`src/rtl/slow_clock_monitor.sv`:
```
// Slow clock monitor: synchronises slowIn into clkIn, emits edge ticks, measures period and tracks lock/loss.
// Optional high-time measurement is built when SLOW_CLOCK_MON_DUTY_EN is defined.
module slow_clock_monitor #(
   parameter int CNT_W      = 16,
   parameter int EXP_PERIOD = 22,
   parameter int TOL        = 2,
   parameter int LOCK_COUNT = 4,
   parameter int TIMEOUT    = 64
) (
   input  logic             clkIn,
   input  logic             rst,
   input  logic             slowIn,
   output logic             riseTick,
   output logic             fallTick,
   output logic [CNT_W-1:0] period,
   output logic             periodValid,
   output logic             locked,
   output logic             lost,
   output logic [1:0]       state,
   output logic [CNT_W-1:0] highTime,
   output logic             highValid
);
   typedef enum logic [1:0] {IDLE = 2'd0, ACQ = 2'd1, LOCKED = 2'd2, LOST = 2'd3} state_t;

   localparam int IDLE_W = $clog2(TIMEOUT + 1);
   localparam logic [CNT_W-1:0]  CNT_MAX   = {CNT_W{1'b1}};
   localparam logic [CNT_W-1:0]  PER_MIN   = CNT_W'(EXP_PERIOD - TOL);
   localparam logic [CNT_W-1:0]  PER_MAX   = CNT_W'(EXP_PERIOD + TOL);
   localparam logic [IDLE_W-1:0] IDLE_LAST = IDLE_W'(TIMEOUT - 1);
   localparam logic [IDLE_W-1:0] IDLE_SAT  = IDLE_W'(TIMEOUT);
   localparam logic [3:0]        LOCK_N    = 4'(LOCK_COUNT);

   function automatic logic [CNT_W-1:0] satInc(input logic [CNT_W-1:0] v);
      satInc = (v == CNT_MAX) ? CNT_MAX : v + CNT_W'(1);
   endfunction

   logic              s1, s2, s3;
   logic              rise, fall, timeout, perUpd, perGood, seenRise, dropSeen;
   logic [CNT_W-1:0]  cnt, perNext;
   logic [IDLE_W-1:0] idleCnt;
   logic [3:0]        goodCnt, nextGood;
   state_t            curState, nextState;

   assign rise    = s2 & ~s3;
   assign fall    = ~s2 & s3;
   assign perUpd  = rise & seenRise;
   assign perNext = satInc(cnt);
   assign perGood = (perNext >= PER_MIN) && (perNext <= PER_MAX) && (perNext != CNT_MAX);
   // An edge in the deciding cycle always beats the timeout.
   assign timeout = ~(rise | fall) & (idleCnt >= IDLE_LAST);
   assign state   = curState;

   // Next-state and lock-count logic
   always_comb begin
      nextState = curState;
      nextGood  = goodCnt;
      dropSeen  = 1'b0;
      case (curState)
         IDLE: begin
            if (rise) begin
               nextState = ACQ;
               nextGood  = 4'd0;
            end else if (timeout) begin
               nextState = LOST;
               dropSeen  = 1'b1;
            end else begin
               nextState = IDLE;
            end
         end
         ACQ: begin
            if (perUpd) begin
               if (perGood) begin
                  nextGood  = goodCnt + 4'd1;
                  nextState = ((goodCnt + 4'd1) >= LOCK_N) ? LOCKED : ACQ;
               end else begin
                  nextGood  = 4'd0;
               end
            end else if (timeout) begin
               nextState = LOST;
               dropSeen  = 1'b1;
            end else begin
               nextState = ACQ;
            end
         end
         LOCKED: begin
            if (perUpd && !perGood) begin
               nextState = ACQ;
               nextGood  = 4'd0;
            end else if (timeout) begin
               nextState = LOST;
               dropSeen  = 1'b1;
            end else begin
               nextState = LOCKED;
            end
         end
         LOST: begin
            if (rise) begin
               nextState = ACQ;
               nextGood  = 4'd0;
            end else begin
               nextState = LOST;
            end
         end
         default: begin
            nextState = IDLE;
            nextGood  = 4'd0;
         end
      endcase
   end

   // Synchroniser, edge ticks, period/idle counters and registered FSM outputs
   always_ff @(posedge clkIn) begin
      if (rst) begin
         s1          <= 1'b0;
         s2          <= 1'b0;
         s3          <= 1'b0;
         riseTick    <= 1'b0;
         fallTick    <= 1'b0;
         cnt         <= {CNT_W{1'b0}};
         period      <= {CNT_W{1'b0}};
         periodValid <= 1'b0;
         idleCnt     <= {IDLE_W{1'b0}};
         seenRise    <= 1'b0;
         goodCnt     <= 4'd0;
         curState    <= IDLE;
         locked      <= 1'b0;
         lost        <= 1'b0;
      end else begin
         s1          <= slowIn;
         s2          <= s1;
         s3          <= s2;
         riseTick    <= rise;
         fallTick    <= fall;
         cnt         <= rise ? {CNT_W{1'b0}} : satInc(cnt);
         periodValid <= perUpd;
         if (perUpd) begin
            period <= perNext;
         end
         if (rise | fall) begin
            idleCnt <= {IDLE_W{1'b0}};
         end else if (idleCnt != IDLE_SAT) begin
            idleCnt <= idleCnt + IDLE_W'(1);
         end
         // Losing the clock forgets the previous rise so the next one only restarts measurement.
         if (dropSeen) begin
            seenRise <= 1'b0;
         end else if (rise) begin
            seenRise <= 1'b1;
         end
         goodCnt     <= nextGood;
         curState    <= nextState;
         locked      <= (nextState == LOCKED);
         lost        <= (nextState == LOST);
      end
   end

`ifdef SLOW_CLOCK_MON_DUTY_EN
   logic [CNT_W-1:0] highCnt;

   // High-time counter, captured on each fall that follows a seen rise
   always_ff @(posedge clkIn) begin
      if (rst) begin
         highCnt   <= {CNT_W{1'b0}};
         highTime  <= {CNT_W{1'b0}};
         highValid <= 1'b0;
      end else begin
         if (rise) begin
            highCnt <= {CNT_W{1'b0}};
         end else if (s2) begin
            highCnt <= satInc(highCnt);
         end
         highValid <= fall & seenRise;
         if (fall & seenRise) begin
            highTime <= satInc(highCnt);
         end
      end
   end
`else
   assign highTime  = {CNT_W{1'b0}};
   assign highValid = 1'b0;
`endif

endmodule

```
`config.mk`:
```
export PLATFORM = sky130hd
export DESIGN_NAME = slow_clock_monitor
export DESIGN_NICKNAME = d
export VERILOG_FILES = /design/src/rtl/slow_clock_monitor.sv
export SDC_FILE = /design/constraint.sdc
export NUM_CORES = 1
export LEC_CHECK = 0
export BUFFER_PORTS_ARGS = -buffer_cell sky130_fd_sc_hd__buf_2
export CORE_MARGIN = 5
export CORE_UTILIZATION = 60
export CTS_CLUSTER_SIZE = 8
export DETAILED_ROUTE_END_ITERATION = 8
export GPL_TIMING_DRIVEN = 0
export PLACE_DENSITY_LB_ADDON = 0.1
export SLEW_MARGIN = 40
export SYNTH_ARGS = -nofsm -noshare
export SYNTH_HDL_FRONTEND = slang
export SYNTH_SLANG_ARGS = --single-unit
```
`constraint.sdc`:
```
create_clock -name clkIn -period 4 [get_ports clkIn]
set_clock_uncertainty 0.2 [all_clocks]
set_input_delay 0.2 -clock clkIn [delete_from_list [all_inputs] [get_ports clkIn]]
set_output_delay 0.2 -clock clkIn [all_outputs]
set_load 0.02 [all_outputs]
```
; ---- Yosys cells after proc, flatten, opt, wreduce, memory -nomap -nowiden
; Cells that the tools add are included.
[op_classes]
muxes = 21
n_reduce_logical = 10
div_mod_pow = 0
n_lt_le_gt_ge = 4
shift = 0
bitwise = 8
mul = 0
add_sub_neg = 3
eq_ne = 11
[ops]
columns = operator, count
row1 = 16-bit by 1-bit adder with 16-bit output (second input constant), 1
row2 = 16-bit == test (second input constant), 1
row3 = 16-bit by 5-bit >= comparator with 1-bit output (second input constant), 1
row4 = 16-bit by 5-bit less-or-equal comparator with 1-bit output (second input constant), 1
row5 = 16-bit 2-to-1 mux, 1
row6 = 2-bit 2-to-1 mux, 8
row7 = 4-bit 2-to-1 mux, 4
row8 = 16-bit != test (second input constant), 1
row9 = 4-bit case mux with 3 select lines, 1
row10 = 2-bit == test (second input constant), 4
row11 = 2-bit case mux with 4 select lines, 1
row12 = 2-bit OR reduction, 4
row13 = 7-bit by 1-bit adder with 7-bit output (second input constant), 1
row14 = 7-bit by 6-bit >= comparator with 1-bit output (second input constant), 1
row15 = 7-bit != test (second input constant), 1
row16 = 1-bit 2-to-1 mux, 5
row17 = 4-bit by 1-bit adder with 4-bit output (second input constant), 1
row18 = 1-bit bitwise AND, 4
row19 = 4-bit by 3-bit >= comparator with 1-bit output (second input constant), 1
row20 = 2-bit != test (second input constant), 2
row21 = 1-bit logical AND, 3
row22 = 1-bit NOT, 3
row23 = 1-bit case mux with 3 select lines, 1
row24 = 3-bit AND reduction, 1
row25 = other kinds (5), 5
[totals]
in_bits = 3
mem_bits_ro = 0
mem_count = 0
word_cells = 71
ram_bits = 0
latchBits = 0
regBits = 54

; ---- Depth between registers and ports, before layout
; Gate-level depths: netlist of the first run.
[logic_depth]
depth_word = 10
mapped_depth = 10
ltp_nobuf = 9

; ---- Worst setup path before layout of the first run
; Ideal clock, no wire load.
[synth_path]
path_type = reg-to-reg
start = reg cnt[0]
end = reg lost
arrival_time_ns = 2.285
required_time_ns = 3.673
path_stages_with_launch = 11
period_less_slack_ns = 2.613
setup_ns = 0.127
slack_ns = 1.387
path_cell_list = dfxtp_1 ha_1 nand3_1 buf_2 nor3_2 mux2i_1 and4_1 buf_2 nand4_2 a311oi_4 nor3b_2
[synth_between]
elab_chain_cells = 10
[synth_lines]
columns = item, line_no
row1 = start: declaration, 39  ; logic [CNT_W-1:0] cnt, perNext;
row2 = start signal: assignment, 119  ; cnt <= {CNT_W{1'b0}};
row3 = start signal: assignment, 134  ; cnt <= rise ? {CNT_W{1'b0}} : satInc(cnt);
row4 = 16-bit by 1-bit adder with 16-bit output / 16-bit == test (equally long branches), 34  ; satInc = (v == CNT_MAX) ? CNT_MAX : v + CNT_W'(1);
row5 = 16-bit 2-to-1 mux *, 34
row6 = 16-bit by 5-bit >= comparator with 1-bit output / 16-bit by 5-bit less-or-equal comparator with 1-bit output (equally long branches), 48  ; assign perGood = (perNext >= PER_MIN) && (perNext <= PER_MAX) && (perNext != CNT_MAX);
row7 = 1-bit logical AND, 48
row8 = 1-bit logical AND *, 48
row9 = 1-bit logical NOT, 86  ; if (perUpd && !perGood) begin
row10 = 1-bit logical AND, 86
row11 = 2-bit 2-to-1 mux, 86
row12 = 2-bit case mux with 4 select lines *, 58  ; case (curState)
row13 = 2-bit == test *, 153  ; lost <= (nextState == LOST);
row14 = end signal: assignment, 153
row15 = end: declaration, 18  ; output logic lost,
; Every way passes the cells marked *; elsewhere a longest branch is shown, timed or not.
; A chain may end at the register's enable or synchronous reset.

; ---- Worst setup path after layout of the first run
; Ends and elaborated chain as after synthesis.

==> results of run 1 <==
-- critical path: stages (launching register included) --
cell	delay [ns]
dfxtp_1	0.49
ha_1	0.30
nand3_1	0.19
buf_2	0.25
nor3_2	0.14
mux2i_1	0.34
and4_1	0.26
buf_2	0.20
nand4_2	0.12
a311oi_4	0.35
nor3b_2	0.08
-- power groups by stage --
stage / sequential [mW] / clock, mW / combinational [mW]
floorplan: 0.589 / 0 / 0.135
global placement: 0.582 / 0 / 0.176
detailed placement: 0.583 / 0 / 0.178
CTS: 0.570 / 0.339 / 0.180
global route: 0.574 / 0.370 / 0.200
finish: 0.570 / 0.329 / 0.180
-- area by class of cell --
type / count / area [um2]
Tap cell: 54 / 67.56
Clock buffer: 7 / 96.34
Sequential cell: 54 / 1081
Inverter: 12 / 45.04
Timing Repair Buffer: 26 / 135.1
Buffer: 34 / 220.2
Clock inverter: 1 / 8.758
Fill cell: 388 / 1434
Multi-Input combinational cell: 243 / 1573
-- kinds of logic (layout without fill, tap and decap cells) --
kind of cell / after synthesis / count (layout) / share of synthesized area (%)
compound gates: 58 / 58 / 14.49
xor+xnor: 14 / 14 / 4.289
fa+ha+maj: 11 / 11 / 4.814
buf+inv: 46 / 80 / 9.278
flops: 54 / 54 / 37.81
mux: 5 / 5 / 1.751
other cells: 1 / 17 / 0.1312
simple gates: 138 / 138 / 27.44
-- routing by layer --
metal / routed length [um] / vias to the layer above / GRT usage [%]
met5: 0 / - / 0
met2: 2623 / 49 / 30.72
met3: 276 / 7 / 3.515
met1: 2440 / 1093 / 24.36
li1: - / 1212 / -
met4: 74 / 0 / 5.842
-- registers in the layout (all words and copies together) (netlist names), 2 cells and up --
register  cells
idleCnt       7
goodCnt       4
cnt          16
period       16
state         2
-- through the flow --
stage / power, mW / worst slack (ns) / instances
6_report: 1.079 / 0.9570 / 431
5_1_grt: 1.143 / 0.8048 / 431
4_1_cts: 1.089 / 0.9860 / 431
3_5_place_dp: 0.7611 / 1.008 / 422
3_3_place_gp: 0.7579 / 1.029 / 422
2_1_floorplan: 0.7242 / 1.387 / 343
-- repair_timing --
item,4_1_cts,5_1_grt
endpoints found under the hold margin,1,0
hold buffers,1,0
gates resized for setup,0,0
-- final timing paths --
path,slack (ns),endpoint,startpoint
min,0.10,idleCnt[0]$_SDFFE_PP0P_,rst
max reg2reg,0.96,lost$_SDFF_PP0_,cnt[0]$_SDFF_PP0_
max,0.96,lost$_SDFF_PP0_,cnt[0]$_SDFF_PP0_
min reg2reg,0.25,s2$_SDFF_PP0_,s1$_SDFF_PP0_
-- synthesized netlist by cell type, types with 3 or more instances --
cell type and n:
and3_1 4, nand3_1 9, a311oi_1 4, a21o_1 4, a211oi_1 7, xnor2_1 7, nand4_1 3, clkbuf_1 6
dfxtp_1 54, a21oi_1 18, nor2_1 60, inv_1 12, nor4_1 4, ha_1 11, buf_4 19, o21ai_0 9
nor3_2 3, xor2_1 7, nor3_1 7, mux2i_1 5, buf_2 5, nor2b_1 7, nand2_1 14, nand2b_1 6
==> impl_results.md, run 1 <==
- CP Capture Type: flip-flop
- Syn_area_per_cell: 8.743 um2
- GP Congestion: 0.8085
- Post-synth EDFFs: 0
- Grt total ovfl: 0
- Top FF cell, synth: dfxtp_1
- Drt total wl: 5414 um
- Crit path kind: flip-flop to flip-flop
- PwrDens: 334.4 nW/um2
- Full die area: 6246 um2
- Global Route Usage Sum: 18.54%
- CP startpoint kind: flip-flop
- Hold_ws: 0.1040 ns
- Worst hold-check path type: input port to flip-flop
- Yosys warns: 0
- Post-synthesis sequential area ratio: 37.81%
- Clock transition at the registers of the reported paths: 0.09 ns
- VDD IR-drop max: 0.1988 mV
- Largest net degree at the start of global routing: 17
- Max Cap Violations: 0
- Logic pwr share: 16.7%
- DRT Pass-1 Iters: 4
- Clk_lat worst skew: 0.30 ns
- # Post-CTS Setup Buffers: 0
- Final Hold Vio Count: 0
- Vias per cell: 5.478
- Slew Viols, Final: 0
- RSZ-0062 raised after global routing: false
- Area grow syn2layout: 12.87%
- Final setup TNS: 0 ns
- P_sw: 295.0 uW
- CTS Root Buffer Type: clkbuf_8
- Avg WL per Cell: 12.56 um
- Final ANT Viol Nets: 0
- Die Width: 79.03 um
- Switch share: 27.34%
- Cell taking the most area after synthesis: dfxtp_1
- Initial antenna violation count: 0
- Fin crit period: 3.043 ns
- Most frequent cells in the layout: 60 x nor2_1, 54 x dfxtp_1, 30 x buf_2, 19 x buf_4, 18 x a21oi_1
- Top-area cell type share of the netlist area: 37.81%
- DP Area: 3112 um2
- Endpoints failing setup: 0
- Die Y: 79.03 um
- Distinct cells, synth: 55
- Clock buffer count from CTS: 5
- Share of layout cells above drive strength 1: 20.42%
- DRC errors left: 0
- Run status: finished, final reports clean
- Period utilisation layout: 76.08%
- CORE AREA: 4661 um2
- Initial detailed-routing violation count: 104
- Synthesized area: 2859 um2
- F_max: 0.3286 GHz
- Post-Synthesis Cells: 327
- Antenna diode count: 0
- Effective utilization at floorplan: 61.34%
- Clk sinks: 54
- Min-Delay Path Depth: 3
- DR vias: 2361
- CTS max path bufs: 2
- Synth top area cells: dfxtp_1 38%, nor2_1 7.9%, buf_4 5.0%
- HPWL Detailed: 4201 um
- Vias in the first global route: 2127
- Final Core Density: 69.23%
- Reg2Reg Depth: 10
- Slew headroom: 65.31%
- Sequential share of power: 52.9%
- Std-Cell Rows: 25
- Critical Path RT: 3.99 ns
- Critical path fanouts, max: 10
- #FFs+latches synth: 54
- H-tree depth: 2
- Clk pwr share: 30.5%
- Post-Layout Inst Area: 3227 um2
- CP Data Arrival Time: 3.03 ns
- TritonCTS clock tree: built
- Commonest non-fill, non-tap cell in the layout: nor2_1
- Layout net count: 390
- Internal: 784.0 uW
- PortBufs: 25
- First-pass GRT wire length: 9432 um
- Num ports: 43
- Worst-Margin Slew: 0.5072 ns
- Leak: 1.370 nW
- Post-synth ARST share: 0%
No activity file was read; power rests on OpenSTA's default activity.
==> inputs of run 2 (changes only) <==
--- a/config.mk
+++ b/config.mk
@@ -7,7 +7,7 @@
 export LEC_CHECK = 0
 export BUFFER_PORTS_ARGS = -buffer_cell sky130_fd_sc_hd__buf_2
 export CORE_MARGIN = 5
-export CORE_UTILIZATION = 60
+export CORE_UTILIZATION = 57
 export CTS_CLUSTER_SIZE = 8
 export DETAILED_ROUTE_END_ITERATION = 8
 export GPL_TIMING_DRIVEN = 0
==> constraint.sdc (replaced) <==
create_clock -name clkIn -period 3.2 [get_ports clkIn]
set_clock_uncertainty 0.2 [all_clocks]
set_input_delay 0.16 -clock clkIn [delete_from_list [all_inputs] [get_ports clkIn]]
set_output_delay 0.16 -clock clkIn [all_outputs]
set_load 0.02 [all_outputs]
==> impl_results.md, run 2 (synthesis results as in run 1) <==
- Slew headroom: 66.77% (+1.5 points)
- Run status: finished, final reports clean
- Clk_lat worst skew: 0.31 ns (about the same)
- Area grow syn2layout: 13.35%
- Most frequent cells in the layout: 60 x nor2_1, 52 x dfxtp_1, 30 x buf_2, 19 x buf_4, 18 x a21oi_1
- Share of layout cells above drive strength 1: 21.49% (+1.1 points)
- Largest delay share family, worst path: simple AND/OR/NAND/NOR gates
- Std-Cell Rows: 25 (unchanged)
- Antenna diode count: 0 (unchanged)
- Final setup TNS: 0 ns (unchanged)
- PwrDens: 412.3 nW/um2 (+23%)
- Crit path top cell by count: buf_2
- CP bufs+invs: 2 (unchanged)
- FILL cells: 409 (+5.4%)
- Die Width: 80.82 um (+2.3%)
- Vias in the first global route: 2133 (+0.28%)
- Critical Path Max Stage Delay: 0.43 ns (-0.06 ns)
- Initial detailed-routing violation count: 160 (+54%)
- Critical Path RT: 3.20 ns (-0.79 ns)
- Effective utilization at floorplan: 59.74% (-1.6 points)
- Regs by FF count: cnt: 16 flops, period: 16 flops, idleCnt: 7 flops
- F_max: 0.3350 GHz (+1.9%)
- Vias per cell: 5.164 (-5.7%)
- Full die area: 6532 um2 (+4.6%)
- Layout net count: 390 (unchanged)
- Leak: 1.360 nW (-0.75%)
- Slew Viols, Final: 0 (unchanged)
- TritonCTS clock tree: built
- Avg WL per Cell: 12.61 um (+0.41%)
- Final ANT Viol Nets: 0 (unchanged)
- Max Cap Violations: 0 (unchanged)
- RSZ-0062 raised after global routing: false
- Critical-path cell list: ha_2 -> nand3_1 -> buf_2 -> nor3_2 -> mux2i_2 -> and4_1 -> buf_2 -> nand4_2 -> a311oi_4 -> nor3b_2
- HPWL Detailed: 4187 um (-0.32%)
- Clock buffer count from CTS: 5 (unchanged)
- CP Capture Type: flip-flop
- Die Y: 80.82 um (+2.3%)
- Final Hold Vio Count: 0 (unchanged)
- Drt total wl: 5600 um (+3.4%)
- Grt total ovfl: 0 (unchanged)
- VDD IR-drop max: 0.3466 mV (+74%)
- Period utilisation layout: 93.29% (+17 points)
- Largest net degree at the start of global routing: 19 (+2)
- GP Congestion: 0.8145 (+0.74%)
- CP Data Arrival Time: 2.98 ns (-0.05 ns)
- Global Route Usage Sum: 18.53% (about the same)
- Num ports: 43 (unchanged)
- Worst-Margin Slew: 0.4859 ns (-0.02134 ns)
- Fin crit period: 2.985 ns (-0.05757 ns)
- # Post-CTS Setup Buffers: 0 (unchanged)
- Critical-path top delay cell: dfxtp_2
- H-tree depth: 2 (unchanged)
- PortBufs: 25 (unchanged)
- CORE AREA: 4786 um2 (+2.7%)
- Commonest non-fill, non-tap cell in the layout: nor2_1
- Critical path fanouts, max: 10 (unchanged)
- Crit path kind: flip-flop to flip-flop
- First-pass GRT wire length: 9715 um (+3.0%)
- CP startpoint kind: flip-flop
- Clock transition at the registers of the reported paths: 0.10 ns (about the same)
- Initial antenna violation count: 0 (unchanged)
- Worst hold-check path type: input port to flip-flop
- Endpoints failing setup: 0 (unchanged)
- CTS Root Buffer Type: clkbuf_8
- DRC errors left: 0 (unchanged)
- Final Core Density: 67.71% (-1.5 points)
- Clk sinks: 54 (unchanged)
- DRT Pass-1 Iters: 4 (unchanged)
- DR vias: 2293 (-2.9%)
- CTS max path bufs: 2 (unchanged)
-- run 2: changes by cell type in the layout (fill, tap and decap cells not counted), sizes merged --
cell | previous run | this run
inv | 12 | 13
clkbuf | 13 | 11
clkinvlp | 0 | 1
-- run 2: path summary, 6_finish.rpt --
path                                        start                       to  slack [ns]  cells past startpoint
worst max-delay path            cnt[0]$_SDFF_PP0_          lost$_SDFF_PP0_        0.21                     10
worst min-delay path                          rst  idleCnt[1]$_SDFFE_PP0P_        0.03                      3
worst max register to register  cnt[0]$_SDFF_PP0_          lost$_SDFF_PP0_        0.21                     10
worst min register to register      s1$_SDFF_PP0_            s2$_SDFF_PP0_        0.27                      1
-- run 2: routing by layer --
metal | share of wire [%] | wire [um] | up-vias | track usage [%]
met2 | 44 | 2464 | 53 | 30.38
met4 | 1.7 | 94 | 0 | 6.419
met5 | 0 | 0 | - | 0
li1 | - | - | 1200 | -
met1 | 49 | 2760 | 1030 | 24.39
met3 | 5.0 | 280 | 10 | 3.437
-- run 2: timing repair --
item	CTS	global route
hold buffers	1	0
endpoints found under the setup margin	0	8
gates resized for setup	0	4
endpoints found under the hold margin	1	0
-- run 2: stage by stage --
stage / std cells / instance area [um2] / hold slack (ns) / power [mW] / worst slack (ns)
global placement: 435 / 3128 / 0.1710 / 0.9475 / 0.1283
detailed placement: 435 / 3128 / 0.1746 / 0.9508 / 0.07824
CTS: 444 / 3232 / 0.01862 / 1.346 / 0.04944
global route: 444 / 3241 / 0.05090 / 1.409 / 0.01900
floorplan: 343 / 2919 / 0.08818 / 0.9052 / 0.5874
finish: 444 / 3241 / 0.02576 / 1.336 / 0.2146
-- run 2: final cells by class --
class / instances / area (um2) / area share (%)
sequential: 54 / 1084 / 33.44
inverter: 12 / 45.04 / 1.390
clock inverter: 3 / 25.02 / 0.7722
timing repair buffer: 26 / 135.1 / 4.170
clock buffer: 5 / 68.82 / 2.124
tap: 67 / 83.83 / 2.587
multi-input combinational: 243 / 1579 / 48.73
buffer: 34 / 220.2 / 6.795
-- run 2: worst min-delay path, stage by stage --
cell      delay (ns)
buf_2           0.11
nand2b_1        0.17
nor2_1          0.06
-- run 2: power by group --
group	switching, mW	internal, mW	total (mW)
registers	0.0224	0.691	0.714
clock network	0.237	0.158	0.395
logic	0.136	0.0914	0.227
total	0.395	0.941	1.34
